==> config.mk <==
export PLATFORM = sky130hd
export DESIGN_NAME = pc_sequencer_flat
export DESIGN_NICKNAME = d
export VERILOG_FILES = /design/src/rtl/pc_sequencer_pkg.sv /design/src/rtl/pc_sequencer_if.sv /design/src/rtl/pc_sequencer_ras.sv /design/src/rtl/pc_sequencer.sv /design/src/flat_wrapper.sv
export SDC_FILE = /design/constraint.sdc
export NUM_CORES = 1
export LEC_CHECK = 0
export CORE_MARGIN = 2
export CORE_UTILIZATION = 30
export CTS_BUF_LIST = sky130_fd_sc_hd__clkbuf_4 sky130_fd_sc_hd__clkbuf_8
export CTS_CLUSTER_DIAMETER = 60
export DETAILED_ROUTE_END_ITERATION = 16
export PLACE_DENSITY_LB_ADDON = 0.12
export SYNTH_ARGS = -nofsm -noshare
export SYNTH_HDL_FRONTEND = slang
export SYNTH_HIERARCHICAL = 1
export SYNTH_SLANG_ARGS = --single-unit
==> constraint.sdc <==
create_clock -name clk -period 6.4 [get_ports clk]
set_input_delay 1.6 -clock clk [delete_from_list [all_inputs] [get_ports clk]]
set_output_delay 1.6 -clock clk [all_outputs]
set_load 0.02 [all_outputs]
==> src/rtl/pc_sequencer_pkg.sv <==
// Shared defaults and next-PC source encoding for the fetch-stage PC sequencer.
// The priority function below is the single place that decides which source feeds the PC.
package pc_sequencer_pkg;

  localparam int DEF_ADDR_W     = 10;
  localparam int DEF_ALIGN_BITS = 2;
  localparam int DEF_RESET_VEC  = 0;
  localparam int DEF_RAS_DEPTH  = 4;

  localparam logic [2:0] SEL_CALL = 3'd0;
  localparam logic [2:0] SEL_JUMP = 3'd1;
  localparam logic [2:0] SEL_POP  = 3'd2;
  localparam logic [2:0] SEL_UNF  = 3'd3;
  localparam logic [2:0] SEL_STEP = 3'd4;

  // Redirect beats return; a lone call with no redirect is just a step.
  function automatic logic [2:0] pc_select(input logic redirect_en, input logic call,
                                           input logic ret, input logic ras_empty);
    if (redirect_en && call) return SEL_CALL;
    if (redirect_en)         return SEL_JUMP;
    if (ret && !ras_empty)   return SEL_POP;
    if (ret)                 return SEL_UNF;
    return SEL_STEP;
  endfunction

endpackage

==> src/rtl/pc_sequencer_if.sv <==
// Control and status bundle between the fetch controller (master) and the PC sequencer (slave).
import pc_sequencer_pkg::*;

// nxt is a level; only its rising edge requests a step. start pulses for exactly one cycle
// in the cycle addr shows its new value; there is no back-pressure on start.
interface pc_sequencer_if #(parameter int ADDR_W = DEF_ADDR_W);
  logic              nxt;
  logic              run_en;
  logic              stall;
  logic              redirect_en;
  logic [ADDR_W-1:0] redirect_pc;
  logic              call;
  logic              ret;
  logic              clr_err;
  logic [ADDR_W-1:0] addr;
  logic              start;
  logic              misalign_err;
  logic              ras_ovf;
  logic              ras_unf;
  logic              ras_empty;

  modport master (
    output nxt, run_en, stall, redirect_en, redirect_pc, call, ret, clr_err,
    input  addr, start, misalign_err, ras_ovf, ras_unf, ras_empty
  );

  modport slave (
    input  nxt, run_en, stall, redirect_en, redirect_pc, call, ret, clr_err,
    output addr, start, misalign_err, ras_ovf, ras_unf, ras_empty
  );
endinterface

==> src/rtl/pc_sequencer_ras.sv <==
// Circular return-address stack: a push when full overwrites the oldest entry.
// Push and pop are never requested together by the sequencer.
module pc_sequencer_ras #(
  parameter int DEPTH = 4,
  parameter int W = 10,
  localparam int CNT_W = $clog2(DEPTH + 1),
  localparam int PTR_W = (DEPTH > 1) ? $clog2(DEPTH) : 1
) (
  input  logic             clk,
  input  logic             rst,
  input  logic             push_i,
  input  logic             pop_i,
  input  logic [W-1:0]     data_i,
  output logic [W-1:0]     data_o,
  output logic [CNT_W-1:0] count_o,
  output logic             full_o,
  output logic             empty_o
);

  logic [W-1:0]     mem_q [DEPTH];
  logic [PTR_W-1:0] ptr_q;
  logic [PTR_W-1:0] top_idx;
  logic [PTR_W-1:0] ptr_inc;
  logic [CNT_W-1:0] cnt_q;

  // ptr_q is the next write slot; the newest entry sits just below it.
  assign top_idx = (ptr_q == '0) ? PTR_W'(DEPTH - 1) : ptr_q - PTR_W'(1);
  assign ptr_inc = (ptr_q == PTR_W'(DEPTH - 1)) ? '0 : ptr_q + PTR_W'(1);

  assign data_o  = mem_q[top_idx];
  assign count_o = cnt_q;
  assign full_o  = (cnt_q == CNT_W'(DEPTH));
  assign empty_o = (cnt_q == '0);

  always_ff @(posedge clk or posedge rst) begin
    if (rst) begin
      ptr_q <= '0;
      cnt_q <= '0;
      for (int i = 0; i < DEPTH; i++) mem_q[i] <= '0;
    end else if (push_i) begin
      mem_q[ptr_q] <= data_i;
      ptr_q        <= ptr_inc;
      if (!full_o) cnt_q <= cnt_q + CNT_W'(1);
    end else if (pop_i && !empty_o) begin
      ptr_q <= top_idx;
      cnt_q <= cnt_q - CNT_W'(1);
    end
  end

endmodule

==> src/rtl/pc_sequencer.sv <==
// Fetch-stage program counter: edge-detected single step or free run, stall with one held
// step, redirect/call/return through a return-address stack, and sticky error flags.
module pc_sequencer
  import pc_sequencer_pkg::*;
#(
  parameter int ADDR_W     = DEF_ADDR_W,
  parameter int ALIGN_BITS = DEF_ALIGN_BITS,
  parameter int RESET_VEC  = DEF_RESET_VEC,
  parameter int RAS_DEPTH  = DEF_RAS_DEPTH
) (
  input logic           clk,
  input logic           rst,
  pc_sequencer_if.slave pc_bus
);

  localparam logic [ADDR_W-1:0] STEP       = ADDR_W'(1 << ALIGN_BITS);
  localparam logic [ADDR_W-1:0] ALIGN_MASK = ADDR_W'((1 << ALIGN_BITS) - 1);
  localparam int                CNT_W      = $clog2(RAS_DEPTH + 1);

  logic              nxt_q;
  logic              pending_q, pending_d;
  logic              start_q, start_d;
  logic [ADDR_W-1:0] addr_q, addr_d;
  logic              misalign_q, misalign_d;
  logic              ovf_q, ovf_d;
  logic              unf_q, unf_d;
  logic              step_edge;
  logic              adv;
  logic [2:0]        sel;
  logic [ADDR_W-1:0] addr_inc;
  logic [ADDR_W-1:0] target;
  logic [ADDR_W-1:0] ras_top;
  logic              ras_push, ras_pop, ras_full, ras_empty;
  logic [CNT_W-1:0]  ras_count;

  assign step_edge = pc_bus.nxt & ~nxt_q;
  assign adv       = ~pc_bus.stall & (pc_bus.run_en | step_edge | pending_q);
  // A stall holds at most one step request, however many edges arrive meanwhile.
  assign pending_d = (pending_q | step_edge) & pc_bus.stall;

  assign addr_inc = addr_q + STEP;
  assign target   = pc_bus.redirect_pc & ~ALIGN_MASK;
  assign sel      = pc_select(pc_bus.redirect_en, pc_bus.call, pc_bus.ret, ras_empty);
  assign ras_push = adv && (sel == SEL_CALL);
  assign ras_pop  = adv && (sel == SEL_POP);

  pc_sequencer_ras #(.DEPTH(RAS_DEPTH), .W(ADDR_W)) u_ras (
    .clk     (clk),
    .rst     (rst),
    .push_i  (ras_push),
    .pop_i   (ras_pop),
    .data_i  (addr_inc),
    .data_o  (ras_top),
    .count_o (ras_count),
    .full_o  (ras_full),
    .empty_o (ras_empty)
  );

  // Flag-setting events are ORed in after the clear so they win over clr_err.
  always_comb begin
    addr_d     = addr_q;
    start_d    = adv;
    misalign_d = misalign_q & ~pc_bus.clr_err;
    ovf_d      = ovf_q & ~pc_bus.clr_err;
    unf_d      = unf_q & ~pc_bus.clr_err;
    if (adv) begin
      case (sel)
        SEL_CALL: begin
          addr_d = target;
          if (ras_full) ovf_d = 1'b1;
        end
        SEL_JUMP: addr_d = target;
        SEL_POP:  addr_d = ras_top;
        SEL_UNF: begin
          addr_d = addr_inc;
          unf_d  = 1'b1;
        end
        default:  addr_d = addr_inc;
      endcase
      if (((sel == SEL_CALL) || (sel == SEL_JUMP)) && |(pc_bus.redirect_pc & ALIGN_MASK))
        misalign_d = 1'b1;
    end
  end

  always_ff @(posedge clk or posedge rst) begin
    if (rst) begin
      nxt_q      <= 1'b0;
      pending_q  <= 1'b0;
      start_q    <= 1'b0;
      addr_q     <= ADDR_W'(RESET_VEC);
      misalign_q <= 1'b0;
      ovf_q      <= 1'b0;
      unf_q      <= 1'b0;
    end else begin
      nxt_q      <= pc_bus.nxt;
      pending_q  <= pending_d;
      start_q    <= start_d;
      addr_q     <= addr_d;
      misalign_q <= misalign_d;
      ovf_q      <= ovf_d;
      unf_q      <= unf_d;
    end
  end

  assign pc_bus.addr         = addr_q;
  assign pc_bus.start        = start_q;
  assign pc_bus.misalign_err = misalign_q;
  assign pc_bus.ras_ovf      = ovf_q;
  assign pc_bus.ras_unf      = unf_q;
  assign pc_bus.ras_empty    = (ras_count == '0);

endmodule

==> src/flat_wrapper.sv <==
// flat-port wrapper written by rule: the top's interface ports become plain ports
module pc_sequencer_flat import pc_sequencer_pkg::*;
#(
  parameter int ADDR_W     = DEF_ADDR_W,
  parameter int ALIGN_BITS = DEF_ALIGN_BITS,
  parameter int RESET_VEC  = DEF_RESET_VEC,
  parameter int RAS_DEPTH  = DEF_RAS_DEPTH
)
  (clk, rst, pc_bus_nxt, pc_bus_run_en, pc_bus_stall, pc_bus_redirect_en, pc_bus_redirect_pc, pc_bus_call, pc_bus_ret, pc_bus_clr_err, pc_bus_addr, pc_bus_start, pc_bus_misalign_err, pc_bus_ras_ovf, pc_bus_ras_unf, pc_bus_ras_empty);
  pc_sequencer_if #(.ADDR_W(ADDR_W)) pc_bus_i ();
  input logic clk;
  input logic rst;
  input wire logic [$bits(pc_bus_i.nxt)-1:0] pc_bus_nxt;
  input wire logic [$bits(pc_bus_i.run_en)-1:0] pc_bus_run_en;
  input wire logic [$bits(pc_bus_i.stall)-1:0] pc_bus_stall;
  input wire logic [$bits(pc_bus_i.redirect_en)-1:0] pc_bus_redirect_en;
  input wire logic [$bits(pc_bus_i.redirect_pc)-1:0] pc_bus_redirect_pc;
  input wire logic [$bits(pc_bus_i.call)-1:0] pc_bus_call;
  input wire logic [$bits(pc_bus_i.ret)-1:0] pc_bus_ret;
  input wire logic [$bits(pc_bus_i.clr_err)-1:0] pc_bus_clr_err;
  output wire logic [$bits(pc_bus_i.addr)-1:0] pc_bus_addr;
  output wire logic [$bits(pc_bus_i.start)-1:0] pc_bus_start;
  output wire logic [$bits(pc_bus_i.misalign_err)-1:0] pc_bus_misalign_err;
  output wire logic [$bits(pc_bus_i.ras_ovf)-1:0] pc_bus_ras_ovf;
  output wire logic [$bits(pc_bus_i.ras_unf)-1:0] pc_bus_ras_unf;
  output wire logic [$bits(pc_bus_i.ras_empty)-1:0] pc_bus_ras_empty;
  assign pc_bus_i.nxt = pc_bus_nxt;
  assign pc_bus_i.run_en = pc_bus_run_en;
  assign pc_bus_i.stall = pc_bus_stall;
  assign pc_bus_i.redirect_en = pc_bus_redirect_en;
  assign pc_bus_i.redirect_pc = pc_bus_redirect_pc;
  assign pc_bus_i.call = pc_bus_call;
  assign pc_bus_i.ret = pc_bus_ret;
  assign pc_bus_i.clr_err = pc_bus_clr_err;
  assign pc_bus_addr = pc_bus_i.addr;
  assign pc_bus_start = pc_bus_i.start;
  assign pc_bus_misalign_err = pc_bus_i.misalign_err;
  assign pc_bus_ras_ovf = pc_bus_i.ras_ovf;
  assign pc_bus_ras_unf = pc_bus_i.ras_unf;
  assign pc_bus_ras_empty = pc_bus_i.ras_empty;
  pc_sequencer #(.ADDR_W(ADDR_W), .ALIGN_BITS(ALIGN_BITS), .RESET_VEC(RESET_VEC), .RAS_DEPTH(RAS_DEPTH)) u_core (.clk(clk), .rst(rst), .pc_bus(pc_bus_i));
endmodule
Yosys cells after proc, flatten, opt, wreduce, memory -nomap -nowiden
Index checks and enable logic that the tools add are counted.

Memory bits (read-only): 0. Latch bits: 0. Bits in registers: 61. Logic and storage cells: 96. RAM bits: 0. Memories kept: 0. Output and inout port bits: 15. Bits of input ports: 19.

Shift operators: 0. Equality and inequality tests: 6. Multiply operators: 0. $lt $le $gt $ge: 3. Add/sub/neg operators: 5. Muxes and demuxes: 39. Reductions and logical operators: 16. Bitwise logic cells: 14. Divide/modulo/power cells: 0.

Operators with widths (count): $bwmux 40 (1); $mux 3 (11); $mux 10 (3); $bmux 10 s2 (1); $demux 10 s2 (1); $pmux 10 s2 (1); $mux 1 (17); $add 10x3->10 const B (1); $mux 2 (4); $logic_and 1x1->1 (7); $and 1x1->1 (6); $eq 3x2->1 const B (2); $ge 3x3->1 const B (2); $logic_not 3->1 (2); $not 2->3 (2); $reduce_or 2->1 (2); $add 3x1->3 const B (1); $eq 3x1->1 const B (1); $eq 3x3->1 const B (1); $lt 3x1->1 const B (1); $not 1->1 (3); $or 1x1->1 (3); $sub 3x1->3 const B (1); $add 2x1->2 const B (1); 8 further kinds (8).

Depth between registers and ports, before layout
Gate-level depths: netlist of the first run.

Depth after elaboration: 18. Mapped depth: 10. Mapped depth without buffers: 9.

By module
The synthesis of the first run kept the hierarchy.

By module, submodules not included: pc_sequencer_ras (seq. area each 1126.1 um^2, cells each 155, area an instance 2178.3 um^2, times used 1); pc_sequencer (seq. area each 400.4 um^2, cells each 108, area an instance 1006.0 um^2, times used 1).

Worst setup path before layout of the first run
Ideal clock, no wire load.

Path type: in2reg. From: in pc_bus_nxt. To: reg u_core.u_ras.cnt_q[2] (netlist: u_core/u_ras/count_o[2]). Cell stages on the path: 9. Path slack: 3041 ps. Setup time: 94 ps. Data required time: 6306 ps. Data arrival time: 3265 ps. Buffers on the path: 1. Cells stage by stage: nor2b_4 > o31ai_4 > inv_4 > and3_4 > buf_6 > inv_1 > fa_1 > o31a_1 > a211oi_1.

Elaborated cells on any way between the ends: 11. Those cells by class: 1 x eq/ne; 1 x mux; 4 x bitwise; 5 x reduce/logical.

RTL lines: from (decl) (line flat_wrapper.sv:13) `input wire logic [$bits(pc_bus_i.nxt)-1:0] pc_bus_nxt;`; $and 1x1->1 (*) (line pc_sequencer.sv:36) `assign step_edge = pc_bus.nxt & ~nxt_q;`; $or 1x1->1 (*) (2 in series) (line pc_sequencer.sv:37) `assign adv = ~pc_bus.stall & (pc_bus.run_en | step_edge | pending_q);`; $and 1x1->1 (*) (line pc_sequencer.sv:37); net u_core.adv (line pc_sequencer.sv:28) `logic adv;`; $logic_and 1x1->1 (*) (line pc_sequencer.sv:44) `assign ras_push = adv && (sel == SEL_CALL);`; net u_core.ras_push (line pc_sequencer.sv:33) `logic ras_push, ras_pop, ras_full, ras_empty;`; $ne 2x2->1 (no source line) / $reduce_bool 2->1 (equally long branches); $reduce_and 2->1 (no source line); to (signal assigned) (line pc_sequencer_ras.sv:43) `if (!full_o) cnt_q <= cnt_q + CNT_W'(1);`; to (signal assigned) (line pc_sequencer_ras.sv:46) `cnt_q <= cnt_q - CNT_W'(1);`; to (decl) (line pc_sequencer_ras.sv:24) `logic [CNT_W-1:0] cnt_q;`.

Mark *: on every way through the listed nets, which the timed path passes. The rest lies on a longest branch. A chain may end at the register's enable or synchronous reset.

Worst setup path in the final report of the first run
Same ends and word-level chain as after synthesis.

==> results of run 1 <==
## report_power, final
group	internal (uW)	total (uW)	switching (uW)	leakage [uW]
Clock	244	393	150	0.000120
Sequential	530	657	128	0.000781
Combinational	333	630	297	0.000773
Total	1110	1680	574	0.00167
## state kept, by name, indices dropped and copies added, names as in the netlist, 2 cells and up
signal                flops
u_core/u_ras/count_o      3
u_core/pc_bus.addr       10
u_core/u_ras/ptr_q        2
u_core/u_ras/mem_q       40
## layout make-up
cell class / count / area [um2]
repair buffers: 38 / 368
clock buffers: 12 / 159
fillers: 1048 / 6480
clock inverters: 4 / 70.1
well taps: 136 / 170
inverters: 11 / 43.8
flip-flops and latches: 61 / 1530
multi-input cells: 175 / 1510
## cells in the mapped netlist (all sizes together)
| master | n |
|---|---|
| mux2 | 41 |
| o31ai | 6 |
| nor2b | 9 |
| buf | 12 |
| xnor2 | 2 |
| nor3b | 6 |
| o31a | 1 |
| a22o | 2 |
| mux4 | 5 |
| nor4 | 1 |
| nand3 | 3 |
| o311ai | 1 |
| a31oi | 3 |
| o21ai | 11 |
| dfrtp | 61 |
| a21oi | 11 |
| nor4b | 1 |
| nand2 | 10 |
| nand3b | 2 |
| o22a | 1 |
| xor2 | 5 |
| a211oi | 8 |
| inv | 11 |
| a211o | 1 |
| and2 | 2 |
| ha | 5 |
| nor3 | 9 |
| fa | 1 |
| and3 | 7 |
| nand2b | 1 |
| nor2 | 6 |
| mux2i | 6 |
| o2bb2ai | 4 |
| a221oi | 4 |
| clkbuf | 4 |
## metal layers
layer  up-vias  track usage (%)  part of all wire (%)
met5         -                0                     0
met3         4             5.65                   5.4
met1      1062             19.0                    48
met2        54             22.6                    46
li1       1034                -                     -
met4         0             5.01                  0.89
## stage by stage
| step | power [uW] | hold slack, ns | utilization [%] | setup WS (ns) |
|---|---|---|---|---|
| finish | 1680 | 0.492 | 37.2 | 2.50 |
| global route | 1810 | 0.513 | 37.2 | 2.35 |
| CTS | 1710 | 0.501 | 37.2 | 2.54 |
| detailed placement | 1300 | 0.484 | 35.0 | 2.20 |
| global placement | 1300 | 0.481 | 35.0 | 2.28 |
| floorplan | 1120 | 0.471 | - | 3.04 |
## cell families after synthesis
group,synth area share [%]
flops,47.9
simple gates,10.6
compound gates,12.3
mux,19.9
buf+inv,4.79
xor+xnor,1.93
fa+ha+maj,2.59
## worst min-delay path by stage
stage | endpoint | cells past startpoint | start
floorplan | u_core/u_ras/mem_q[0] | 1 | u_core/u_ras/mem_q[0]
global placement | u_core/u_ras/mem_q[4] | 1 | u_core/u_ras/mem_q[4]
detailed placement | u_core/pc_bus.misalign_err | 1 | u_core/pc_bus.misalign_err
CTS | u_core/u_ras/mem_q[1] | 1 | u_core/u_ras/mem_q[1]
global route | u_core/u_ras/mem_q[0] | 1 | u_core/u_ras/mem_q[0]
finish | u_core/pc_bus.misalign_err | 1 | u_core/pc_bus.misalign_err
==> flow_metrics.env, run 1 <==
export IMPL_drc=0
export IMPL_rows=37
export IMPL_wl_per_cell_um=17.2
export IMPL_ys_seq_elements=61
export IMPL_synth_cell_area_mm2=0.00318
export IMPL_fin_area_mm2=0.00384
export IMPL_yosys_warnings=6
export IMPL_nNetsFinal=321
export IMPL_min_period_over_period_pct=60.9
export IMPL_crit_buf_inv=3
export IMPL_gr_total_overflow=0
export IMPL_synth_cells=263
export IMPL_final_layout_size_suffix_gt1_share_pct=25.2
export IMPL_endpoint_kind="flip-flop"
export IMPL_viasPerCell=4.93
export IMPL_yosysTopAreaCell="dfrtp_1"
export IMPL_num_vias=2154
export IMPL_cp_startpoint="pc_bus_nxt"
export IMPL_synth_fp_nets=288
export IMPL_dpl_cell_area_mm2=0.00361
export IMPL_setup_viol=0
export IMPL_fp_dieH_um=107
export IMPL_cts_hold_fix_buffers=0
export IMPL_io_pins=34
export IMPL_finalHoldViolCount=0
export IMPL_wl_mm=7.51
export IMPL_crit_type="input pin to flip-flop"
export IMPL_reg2reg_slack_ns=3.78
export IMPL_io_buffers=33
export IMPL_worstReg2RegStart="u_core/u_ras/ptr_q[0]"
export IMPL_htreeDepth=3
export IMPL_clk_path_buf_depth=2
export IMPL_place_congestion=0.757
export IMPL_finalMaxSlewViolations=0
export IMPL_grt_antenna_before_repair=0
export IMPL_cp_top_family="compound AO/OA/AOI/OAI gates"
export IMPL_vdd_ir_drop_max_v=0.000154
export IMPL_cts_tree="yes"
export IMPL_setup_tns_ns=0
export IMPL_fmax_mhz=257
export IMPL_tightest_slew_ns=0.773
export IMPL_cts_sinks=61
export IMPL_initial_utilization_pct=30.8
export IMPL_grt_pass1_wl_mm=12.4
export IMPL_diodes=0
export IMPL_fin_cells=437
export IMPL_most_common_layout_cells="61 x dfrtp_1, 40 x mux2_2, 33 x clkdlybuf4s50_1"
export IMPL_cp_endpoint="u_core/u_ras/count_o[2]"
export IMPL_period_minus_slack_ns=3.90
export IMPL_dp_hpwl_mm=4.87
export IMPL_cts_made_buffers=9
export IMPL_synth_top_area_share_pct=47.9
export IMPL_synth_area_top_cells="dfrtp_1 48%, mux2_2 14%, mux4_2 3.5%"
export IMPL_max_stage_delay_ns=0.63
export IMPL_grt_usage_pct=14.7
export IMPL_holdCritPathClass="flip-flop to flip-flop"
export IMPL_post_cts_setup_buffers=0
export IMPL_rsz0062_at_grt="false"
export IMPL_drtIter0Drc=78
export IMPL_power_density_mw_per_mm2=438
export IMPL_cts_clk_slew_worst_paths_ns=0.07
export IMPL_ys_seq_area_share_pct=47.9
export IMPL_core_mm2=0.0103
export IMPL_ctsResizeCount=0
export IMPL_grt_pass1_vias=2280
export IMPL_clock_skew_ns=0.0103
export IMPL_clk_latency_ns=0.35
export IMPL_p_leak_uw=0.00167
export IMPL_avgSynthCellArea_um2=12.1
export IMPL_startpoint_type="input pin"
export IMPL_placed_cells=421
export IMPL_worstReg2RegEnd="u_core/pc_bus.addr[7]"
export IMPL_clockRootBuffer="clkbuf_8"
export IMPL_critPathSlowestCell="o31ai_4"
export IMPL_drv_cap=0
export IMPL_area_delta_synth_final_pct=20.7
export IMPL_path_cells="clkdlybuf4s50_1, nor2b_4, o31ai_4, inv_4, and3_4, inv_1, fa_1, a21oi_1, o31a_1, a211oi_1"
export IMPL_ant_nets=0
export IMPL_cp_arrival_ns=4.15
export IMPL_cp_num_cells=10
export IMPL_final_common_cell="dfrtp_1"
export IMPL_dieWidth_um=107
export IMPL_r2r_cells=7
export IMPL_ys_types=46
export IMPL_slew_headroom_pct=48.5
export IMPL_outcome="completed"
export IMPL_cp_max_fo=16
export IMPL_dieArea_mm2=0.0115
export IMPL_drtPass1Iterations=4
export IMPL_grt_max_degree=46
export IMPL_cp_required_ns=6.65
Power figures use the tool's default switching activity.
==> run 2, diff against run 1 <==
- clock period: 6.4 -> 4.02 ns (I/O delays scaled with it)
==> run 2 against run 1 <==
Sequential power up 60%. Cell area shrank 0.98%. Worst hold slack better by 0.0049 ns. Clock power is 30% higher. First-iteration DRC count increased by 15%. Via count up 0.65%. Flip-flop and latch count unchanged. Critical endpoint unchanged.
==> flow_metrics.env, run 2 (synthesis gave the netlist of run 1 again) <==
export IMPL_cts_made_buffers=9
export IMPL_finalMaxSlewViolations=0
export IMPL_worstReg2RegStart="u_core/u_ras/ptr_q[0]"
export IMPL_viasPerCell=4.97
export IMPL_p_leak_uw=0.00166
export IMPL_min_period_over_period_pct=76.7
export IMPL_io_buffers=33
export IMPL_fmax_mhz=324
export IMPL_core_mm2=0.0103
export IMPL_outcome="completed"
export IMPL_area_delta_synth_final_pct=19.5
export IMPL_clk_path_buf_depth=2
export IMPL_htreeDepth=3
export IMPL_place_congestion=0.715
export IMPL_wl_per_cell_um=17.6
export IMPL_ctsResizeCount=0
export IMPL_io_pins=34
export IMPL_cp_arrival_ns=3.33
export IMPL_cp_startpoint="pc_bus_nxt"
export IMPL_final_layout_size_suffix_gt1_share_pct=25.0
export IMPL_rows=37
export IMPL_dieArea_mm2=0.0115
export IMPL_num_vias=2168
export IMPL_initial_utilization_pct=30.8
export IMPL_final_common_cell="dfrtp_1"
export IMPL_slew_headroom_pct=44.0
export IMPL_drc=0
export IMPL_fin_util_pct=36.9
export IMPL_largest_register="u_core/u_ras/mem_q"
export IMPL_grt_usage_pct=14.5
export IMPL_wl_mm=7.67
export IMPL_drtIter0Drc=90
export IMPL_grt_pass1_vias=2285
export IMPL_clk_latency_ns=0.33
export IMPL_cts_sinks=61
export IMPL_most_common_layout_cells="61 x dfrtp_1, 40 x mux2_2, 33 x clkdlybuf4s50_1"
export IMPL_cts_clk_slew_worst_paths_ns=0.07
export IMPL_holdCritPathClass="flip-flop to flip-flop"
export IMPL_nNetsFinal=322
export IMPL_grt_max_degree=32
export IMPL_grt_antenna_before_repair=0
export IMPL_tightest_slew_ns=0.834
export IMPL_clockRootBuffer="clkbuf_8"
export IMPL_total_power_uw=2570
export IMPL_cts_tree="yes"
export IMPL_dieWidth_um=107
export IMPL_drtPass1Iterations=5
export IMPL_crit_type="input pin to flip-flop"
export IMPL_ant_nets=0
export IMPL_setup_viol=0
export IMPL_cp_max_fo=16
export IMPL_clock_skew_ns=0.00914
export IMPL_drv_cap=0
export IMPL_rsz0062_at_grt="false"
export IMPL_cts_hold_fix_buffers=0
export IMPL_post_cts_setup_buffers=0
export IMPL_cp_required_ns=4.27
export IMPL_endpoint_kind="flip-flop"
export IMPL_setup_tns_ns=0
export IMPL_finalHoldViolCount=0
export IMPL_period_minus_slack_ns=3.08
export IMPL_hp_start="u_core/u_ras/mem_q[0]"
export IMPL_startpoint_type="input pin"
export IMPL_dp_hpwl_mm=5.08
export IMPL_power_density_mw_per_mm2=676
export IMPL_diodes=0
export IMPL_grt_pass1_wl_mm=12.5
export IMPL_largest_register_ffs=40
export IMPL_vdd_ir_drop_max_v=0.000243
export IMPL_gr_total_overflow=0
export IMPL_fp_dieH_um=107
export IMPL_worst_hold_slack_ns=0.497
export IMPL_nFillCells=1021
-- run 2: cell types whose count changed in the layout (fill, tap and decap cells not counted), sizes merged --
cell	change
buf	+1
clkinv	-1
clkbuf	+1
bufinv	-2
-- run 2: area by class of cell --
class	count	area, um2	share of cell area [%]
repair buffers	39	375	9.87
well taps	136	170	4.47
inverters	11	43.8	1.15
flip-flops and latches	61	1530	40.1
clock buffers	13	179	4.70
clock inverters	1	5.00	0.132
multi-input cells	175	1510	39.6
-- run 2: per-stage QoR --
stage          worst slack [ns]  cells  instance area [um2]
4_1_cts                   0.928    436                 3800
5_1_grt                   0.761    436                 3800
3_5_place_dp              0.582    422                 3620
3_3_place_gp              0.638    422                 3620
2_1_floorplan              1.26    263                 3180
6_report                  0.936    436                 3800
-- run 2: final timing paths --
| kind | to | slack, ns | depth (start not counted) |
|---|---|---|---|
| worst max-delay path | u_core/u_ras/count_o[2] | 0.94 | 9 |
| worst min-delay path | u_core/u_ras/mem_q[0] | 0.50 | 1 |
| max in group asynchronous | u_core/u_ras/mem_q[0] | 2.17 | 3 |
| min in group asynchronous | u_core/u_ras/mem_q[9] | 1.09 | 2 |
| worst min register to register | u_core/u_ras/mem_q[0] | 0.50 | 1 |
| worst max register to register | u_core/pc_bus.addr[3] | 1.16 | 9 |
-- run 2: per-layer routing --
layer  GRT usage [%]  vias to the layer above  wire length (um)  part of all wire (%)
met2            22.7                       41              3520                    46
li1                -                     1030                 -                     -
met3            4.07                        5               267                   3.5
met4            3.34                        0                79                   1.0
met5               0                        -                 0                     0
met1            19.8                     1092              3810                    50
-- run 2: critical path, stage by stage --
cell	delay, ns
clkdlybuf4s50_1	0.48
nor2b_4	0.17
o31ai_4	0.08
inv_4	0.13
and3_4	0.33
inv_1	0.14
fa_1	0.49
o31a_1	0.30
a211oi_1	0.20
-- run 2: power breakdown --
part	switching (uW)	leakage [uW]	internal, uW
logic	480	0.000778	536
registers	202	0.000781	844
clock network	226	0.0000974	283
==> RTL change 1, RTL diff (flow settings as in run 1) <==
Reset style: synchronous (`rst`), changed in 2 clocked blocks.
--- a/src/rtl/pc_sequencer_ras.sv
+++ b/src/rtl/pc_sequencer_ras.sv
@@ -34,3 +34,3 @@
 
-  always_ff @(posedge clk or posedge rst) begin
+  always_ff @(posedge clk) begin
     if (rst) begin
--- a/src/rtl/pc_sequencer.sv
+++ b/src/rtl/pc_sequencer.sv
@@ -84,3 +84,3 @@
 
-  always_ff @(posedge clk or posedge rst) begin
+  always_ff @(posedge clk) begin
     if (rst) begin
Formal check against the unedited RTL: differs if rst is asserted again (counterexample within 4 cycles, from zero or initial values and one cycle with rst high); with rst held inactive, the same outputs for 10 cycles.
==> RTL change 1 against run 1 <==
Final cell count up 5.5%. Sequential cell count unchanged. Largest cell class unchanged. Maximum frequency fell by 16%. Final area decreased by 1.9%. Clock skew is 0.0020 ns lower. Area after synthesis decreased by 1.8%. Via count rose by 7.2%. Worst setup slack got worse by 0.73 ns. Critical path type unchanged. Synthesized cell count rose by 11%. Wire length up 13%. Highest routed layer unchanged. Global-route usage rose by 1.2 points. Register-to-register slack got worse by 0.56 ns.
Power is not compared: it rests on default switching activity, and its combinational part moved more than twofold at a synthesized area within 25%.
==> RTL change 1: results <==
export IMPL_critPathMaxFanout=17
export IMPL_async_flop_share_pct=0
export IMPL_cp_slowest_cell="nor3_1"
export IMPL_grt_pass1_vias=2229
export IMPL_hold_depth=2
export IMPL_synth_mux_area_share_pct=5.08
export IMPL_fin_skew_ns=0.00830
export IMPL_drt_iter0_drc=195
export IMPL_place_area_mm2=0.00356
export IMPL_place_inst=446
export IMPL_r2r_end="u_core/u_ras/mem_q[2][2]$_SDFFCE_PN0P_"
export IMPL_grt_max_degree=25
export IMPL_netlist_top_cells_count="and2_1, edfxtp_1, dfxtp_1"
export IMPL_layout_nets=344
export IMPL_clock_latency_ns=0.33
export IMPL_met3_length_um=437
export IMPL_hpwl_um=5870
export IMPL_ys_seq_area_share_pct=51.9
export IMPL_fin_hold_ws_ns=0.478
export IMPL_worstReg2RegStart="u_core/nxt_q$_SDFF_PP0_"
export IMPL_drive_gt1_share_pct=9.54
export IMPL_grt_pass1_wl_um=13200
export IMPL_synth_adder_area_share_pct=1.84
export IMPL_cp_data_arrival_time_ns=4.65
export IMPL_syn_avg_cell_area_um2=10.7
export IMPL_run_status="finished clean"
export IMPL_synth_compound_area_share_pct=14.7
export IMPL_synth_fp_nets=314
export IMPL_min_to="u_core/pc_bus.misalign_err$_SDFF_PP0_"
export IMPL_m1WireLength_um=3950
export IMPL_synth_area_leaders="edfxtp_1, dfxtp_1, and2_1"
export IMPL_grtUsageTotal_pct=15.9
export IMPL_dr_total_vias=2309
export IMPL_fillCellCount=1018
export IMPL_fin_util_pct=36.8
export IMPL_pre_cts_ws_ns=1.41
RTL change 1: changes by cell type after synthesis, moves of 5 or more:
cell      change
a21oi_1       +6
nor2_1        +6
nand2b_1      +6
dfrtp_1      -61
o21ai_1       -6
and2_1       +39
nor3b_1       -5
dfxtp_1      +21
nand2_1       +6
edfxtp_1     +40
mux2_2       -39
RTL change 1: area by class of cell:
| cell class | instances | area share [%] |
|---|---|---|
| repair buffers | 37 | 9.56 |
| multi-input cells | 197 | 35.9 |
| inverters | 15 | 1.49 |
| clock buffers | 10 | 3.49 |
| well taps | 136 | 4.52 |
| clock inverters | 5 | 2.03 |
| flip-flops and latches | 61 | 43.0 |
RTL change 1: critical path: cells and delay by family:
kind | cells | cell delay (ns)
AOI/OAI and AO/OA | 1 | 0.48
and+or+nand+nor | 5 | 2.10
buffers and inverters | 1 | 0.46
RTL change 1: power breakdown:
part / internal (mW) / total (mW) / switching (mW)
registers: 0.434 / 0.444 / 0.0101
logic: 0.0424 / 0.104 / 0.0620
clock network: 0.220 / 0.369 / 0.150
==> RTL change 2, RTL diff (settings of run 1) <==
Made on the original files. `DEF_ADDR_W`: 10 -> 9.
--- a/src/rtl/pc_sequencer_pkg.sv
+++ b/src/rtl/pc_sequencer_pkg.sv
@@ -4,3 +4,3 @@
 
-  localparam int DEF_ADDR_W     = 10;
+  localparam int DEF_ADDR_W     = 9;
   localparam int DEF_ALIGN_BITS = 2;
Interface: changed (resized pc_bus_addr and pc_bus_redirect_pc); port bits go from 34 to 32. No check against the original RTL was run, so the function may have changed too.
==> RTL change 2 against run 1 <==
Wire length decreased by 9.1%. Area after synthesis decreased by 9.9%. Final area decreased by 12%. Maximum frequency increased by 2.0%. Critical path type unchanged. Worst setup slack improved by 0.076 ns. Die area decreased by 9.5%. Non-clock buffer count decreased by 6. Via count decreased by 11%. Hold slack improved by 0.0044 ns. Power decreased by 18%. Combinational power decreased by 10%. Clock power decreased by 47%. Sequential cell count decreased by 5.
==> RTL change 2: results <==
export IMPL_cts_clk_slew_worst_paths_ns=0.10
export IMPL_synth_fp_nets=257
export IMPL_fin_hold_ws_ns=0.497
export IMPL_ys_seq_area_share_pct=48.8
export IMPL_ir_drop_uv=118
export IMPL_synth_area_leaders="dfrtp_1, mux2_2, mux4_2"
export IMPL_slowest_delay_ns=0.49
export IMPL_wl_met2_um=3240
export IMPL_synth_mux_area_share_pct=21.4
export IMPL_routabilityCongestion=0.767
export IMPL_fin_skew_ns=0.00449
export IMPL_synth_xor_area_share_pct=1.53
export IMPL_r2r_end="u_core/pc_bus.addr[5]$_DFFE_PP0P_"
export IMPL_place_area_mm2=0.00328
export IMPL_fin_cells=391
export IMPL_htree_levels=2
export IMPL_drt_iter0_drc=104
export IMPL_netlist_top_cells_count="dfrtp_1, mux2_2, nand2_1"
export IMPL_p_seq_share_pct=43.8
export IMPL_fillCellCount=914
export IMPL_synth_adder_area_share_pct=2.88
export IMPL_syn_inst=233
export IMPL_worst_pin_slew_ns=0.908
export IMPL_run_status="finished clean"
export IMPL_grtUsageMet1_pct=19.4
export IMPL_fin_crit_sh_pct=59.7
export IMPL_m1WireLength_um=3200
export IMPL_grt_pass1_wl_um=11000
export IMPL_grt_pass1_vias=1988
export IMPL_p_switching_mw=0.489
export IMPL_layout_nets=286
export IMPL_r2r_slack_ns=3.81
## RTL change 2: layout make-up
class	instances	area share, %
clock buffers	7	2.85
inverters	11	1.30
flip-flops and latches	56	41.5
multi-input cells	156	40.2
repair buffers	32	9.40
well taps	129	4.77
## RTL change 2: worst max-delay path by stage
stage                                                to        from  slack (ns)  cells past startpoint
global placement      u_core/u_ras/mem_q[5]$_DFFE_PP0P_  pc_bus_nxt        2.31                      7
CTS                   u_core/u_ras/mem_q[4]$_DFFE_PP0P_  pc_bus_nxt        2.58                      7
detailed placement    u_core/u_ras/mem_q[4]$_DFFE_PP0P_  pc_bus_nxt        2.25                      7
floorplan           u_core/u_ras/count_o[1]$_DFFE_PP0P_  pc_bus_nxt        2.88                     11
finish                u_core/u_ras/mem_q[4]$_DFFE_PP0P_  pc_bus_nxt        2.58                      7
global route          u_core/u_ras/mem_q[7]$_DFFE_PP0P_  pc_bus_nxt        2.45                      7
